**src/rtl/inst_queue.sv**
```systemverilog
// Instruction queue: first-word-fall-through FIFO with registered occupancy,
// synchronous flush and asynchronous active-high reset.
module inst_queue #(
  parameter int DATA_W = 8,
  parameter int DEPTH  = 4
) (
  input  logic                       clk,
  input  logic                       reset,
  input  logic                       flush,
  input  logic                       in_valid,
  input  logic [DATA_W-1:0]          in_data,
  output logic                       in_ready,
  output logic                       out_valid,
  output logic [DATA_W-1:0]          out_data,
  input  logic                       out_ready,
  output logic [$clog2(DEPTH):0]     count
);

  localparam int ADDR_W = $clog2(DEPTH);
  localparam logic [ADDR_W:0]   FULL_CNT = (ADDR_W+1)'(DEPTH);
  localparam logic [ADDR_W:0]   CNT_ONE  = (ADDR_W+1)'(1);
  localparam logic [ADDR_W-1:0] PTR_ONE  = ADDR_W'(1);

  logic [DATA_W-1:0] r_mem [DEPTH];
  logic [ADDR_W-1:0] r_wr_ptr;
  logic [ADDR_W-1:0] r_rd_ptr;
  logic [ADDR_W:0]   r_count;

  logic w_push;
  logic w_pop;

  // Valid/ready: a transfer happens on a rising edge only when valid and ready
  // are both 1; ready/valid here depend on stored state only, never on the peer.
  assign in_ready  = (r_count != FULL_CNT);
  assign out_valid = (r_count != '0);
  assign w_push    = in_valid & in_ready & ~flush;
  assign w_pop     = out_valid & out_ready & ~flush;
  assign out_data  = out_valid ? r_mem[r_rd_ptr] : '0;
  assign count     = r_count;

  always_ff @(posedge clk or posedge reset) begin
    if (reset) begin
      r_wr_ptr <= '0;
      r_rd_ptr <= '0;
      r_count  <= '0;
    end else if (flush) begin
      r_wr_ptr <= '0;
      r_rd_ptr <= '0;
      r_count  <= '0;
    end else begin
      if (w_push) r_wr_ptr <= r_wr_ptr + PTR_ONE;
      if (w_pop)  r_rd_ptr <= r_rd_ptr + PTR_ONE;
      case ({w_push, w_pop})
        2'b10:   r_count <= r_count + CNT_ONE;
        2'b01:   r_count <= r_count - CNT_ONE;
        default: r_count <= r_count;
      endcase
    end
  end

  // Storage is not reset; out_valid gating keeps stale words off out_data.
  always_ff @(posedge clk) begin
    if (w_push) r_mem[r_wr_ptr] <= in_data;
  end

endmodule

```
**config.mk**
```make
export PLATFORM = sky130hd
export DESIGN_NAME = inst_queue
export DESIGN_NICKNAME = d
export VERILOG_FILES = /design/src/rtl/inst_queue.sv
export SDC_FILE = /design/constraint.sdc
export NUM_CORES = 1
export LEC_CHECK = 0
export ABC_AREA = 1
export CAP_MARGIN = 25
export CELL_PAD_IN_SITES_DETAIL_PLACEMENT = 1
export CELL_PAD_IN_SITES_GLOBAL_PLACEMENT = 2
export CORE_MARGIN = 4
export CORE_UTILIZATION = 31
export CTS_CLUSTER_DIAMETER = 80
export CTS_CLUSTER_SIZE = 25
export DETAILED_ROUTE_END_ITERATION = 10
export PLACE_DENSITY_LB_ADDON = 0.15
export SLEW_MARGIN = 20
export SYNTH_ARGS = -nofsm -noshare
export SYNTH_HDL_FRONTEND = slang
export SYNTH_SLANG_ARGS = --single-unit
export TNS_END_PERCENT = 50
```
**constraint.sdc**
```tcl
create_clock -name clk -period 1.5 [get_ports clk]
set_input_delay 0.225 -clock clk [delete_from_list [all_inputs] [get_ports clk]]
set_output_delay 0.225 -clock clk [all_outputs]
set_load 0.005 [all_outputs]
```
==> impl_results.md <==
- Status: finished, violations left
- Violated checks: negative setup slack
- Pwr dens: 1630 nW/um2
- Design Area, Final: 2670 um2
- Critical Path Stages: 11
- Placeable core region: 5510 um2
- Syn avg cell area: 11.0 um2
- Seq/Total Area, Yosys: 64.8%
- Ys Warns: 0
- Hold Crit Class: in -> async
- Vias: 1338
- Layout cells sized above 1: 43.8%
- Tot GR Track Use: 13.4%
- Count of maximum capacitance violations: 0
- Clock buffer count from CTS: 5
- Max Root-Sink Buffers: 2
- Die area: 6920 um2
- Clock share of power: around a quarter
- Seq cells post-synth: 39
- DR vias/cell: 4.52
- Final HPWL DP: approximately 3.1 mm
- Pleak: 1.06 nW
- Tmin final: 1700 ps
- Largest stage delay, worst path: 430 ps
- Delay-heaviest family, CP: simple AND/OR/NAND/NOR gates
- RSZ-0062 raised after global routing: true
- Number of global-route vias before repair: approximately 1500
- Most frequent cells in the layout: 32 x edfxtp_1, 23 x buf_4, 20 x nor2_1, 15 x nand2_1, 14 x nor2_4
- 1st-pass router iterations: 4
- Nets: around 240
- Largest net degree at the start of global routing: 13
- H-tree depth: 2
- # port buffers: 25
- Setup crit end kind: flop
- Sw Pwr: 0.00138 W
- Slew @ Worst Pin: around 330 ps
- Setup violators final: 45
- Most common cell after layout, fill and taps aside: edfxtp_1
- Internal cell power: just under 0.003 W
- Area grow syn2layout: 52.5%
- CTS Hold Bufs: 0
- Die Span X: 83.2 um
- R2R cell count: 11
- Combinational fraction of design power: 45.6%
- Clk slew on worst S/H paths: 80 ps
- Syn nets: around 180
- Initial Utilization: 31.8%
- Clk root buf: clkbuf_8
- Dpl cell area: 2340 um2
- Routed wire per std cell: 14.9 um
- Final GP Congestion: a little over 0.8
- Yosys top cell area share: 54.8%
- Skew final: 9.05 ps
- Cells after Synth: 159
- Antenna Cells: 0
- Synth area leaders: edfxtp_1 55%, dfrtp_1 10%, nor2_1 7.9%
- # clock sinks: 39
- Distinct cell type count after synthesis: 22
- First-iteration detailed-routing DRC count: 33
- Routed Antenna Nets: 0
- Grt ovf: 0
- Worst vdd ir: 0.000740 V
- Antenna violations before repair: 0
- CP Max Fanout: 3
- First-pass GRT wire length: just over 7 mm
- Rows: 27
- Startpoint Class: flop
- Cell Area, Synth: ~1800 um2
- DIE HEIGHT: about 83 um
- Fmax: a little under 0.6 GHz
- DRT Wirelength: 4.42 mm
- Rel. slew slack: roughly 78%
- CP bufs+invs: 1
- Crit path required time: between 1500 and 2000 ps
- Clk Latency, worst-skew pair: 280 ps
- Drc violations: 0
- Sequential group share of total power: 31.1%
- Cell type with the largest total area after synthesis: edfxtp_1
- Final Max Slew Viols: 0
- IO Pins: 26
- Sw frac: 31.8%
- Final period util: 113%
- Final hold viol count: 0
- CP Data Arrival Time: around 1900 ps
- CTS tree: done
- Final Hold Slack: around 190 ps
- Crit-path cells: nor2_4 > nand2_2 > nand2_4 > nor2_4 > fa_2 > xnor2_2 > inv_1 > nand2_1 > nand2_1 > nand2_1 > nand2_1
- Slowest CP cell: dfrtp_2
- Setup WS post-layout: -201 ps
- Setup Crit Path Kind: reg -> reg
- CP dominant cell by count: nand2_1
==> stage by stage <==
step | utilization (%) | cells | total power (W) | TNS [ps] | setup slack [ps]
after floorplan | - | 159 | 0.00208 | -2380 | -154
after global placement | 42.5 | 281 | 0.00307 | -6640 | -250
after detailed placement | 42.5 | 281 | 0.00312 | -6870 | -303
after CTS | 47.5 | 296 | 0.00434 | -2120 | -208
after global routing | 48.6 | 296 | 0.00464 | -6060 | -340
final | 48.6 | 296 | 0.00436 | -2520 | -201
==> kinds of logic after synthesis <==
family          after synthesis  synth area share [%]
compound gates               32                  9.71
xor+xnor                      1                 0.500
flops                        39                  64.8
simple gates                 63                  16.3
fa+ha+maj                     5                  4.00
buf+inv                      19                  4.64
==> state kept, by name (all words and copies together), names as in the netlist <==
name and flops:
r_mem 32, r_rd_ptr 2, r_wr_ptr 2, count 3
==> synth_stat cells (all sizes together) <==
library cell	number
nand2	22
inv	14
a21oi	11
dfrtp	7
nand3	2
xnor2	1
ha	4
a21boi	1
o21ai	20
fa	1
clkinv	1
buf	4
nor2	39
edfxtp	32
==> cell type report <==
type                    count  area [um2]
fillers                   598        2830
flip-flops and latches     39        1140
multi-input cells         101         686
repair buffers             61         566
well taps                  72        90.1
clock buffers               6        72.6
clock inverters             2        60.1
inverters                  15        60.1
==> metal layers <==
metal  part of all wire, %  wire [um]  global-route usage [%]  vias up
met4                  0.66         29                    2.67        0
met2                    58       2560                    26.4       17
met1                    39       1710                    14.2      660
met3                   2.6        117                    3.47        4
li1                      -          -                       -      657
met5                     0          0                       0        -
==> final timing paths <==
path | startpoint | to | slack, ps
max | count[0] | count[2] | -200
min | reset | count[2] | 190
max reg2reg | count[0] | count[2] | -200
min reg2reg | count[0] | count[0] | 630
max in group asynchronous | reset | r_rd_ptr[0] | 1050
min in group clk | in_data[4] | r_mem[2][4] | 580
==> power by group through the flow <==
stage,combinational (W),clock [W],sequential [W]
after global placement,0.00170,0,0.00136
after global routing,0.00219,0.00109,0.00137
after floorplan,0.000692,0,0.00138
final,0.00199,0.00101,0.00136
after CTS,0.00195,0.00104,0.00135
after detailed placement,0.00175,0,0.00137
==> timing repair <==
action | CTS | global route
setup buffers | 7 | 1
setup endpoints to repair | 47 | 46
resized for setup | 84 | 22
pin swaps | 11 | 7
endpoints found under the hold margin | 0 | 0
No activity file was read; power rests on OpenSTA's default activity.
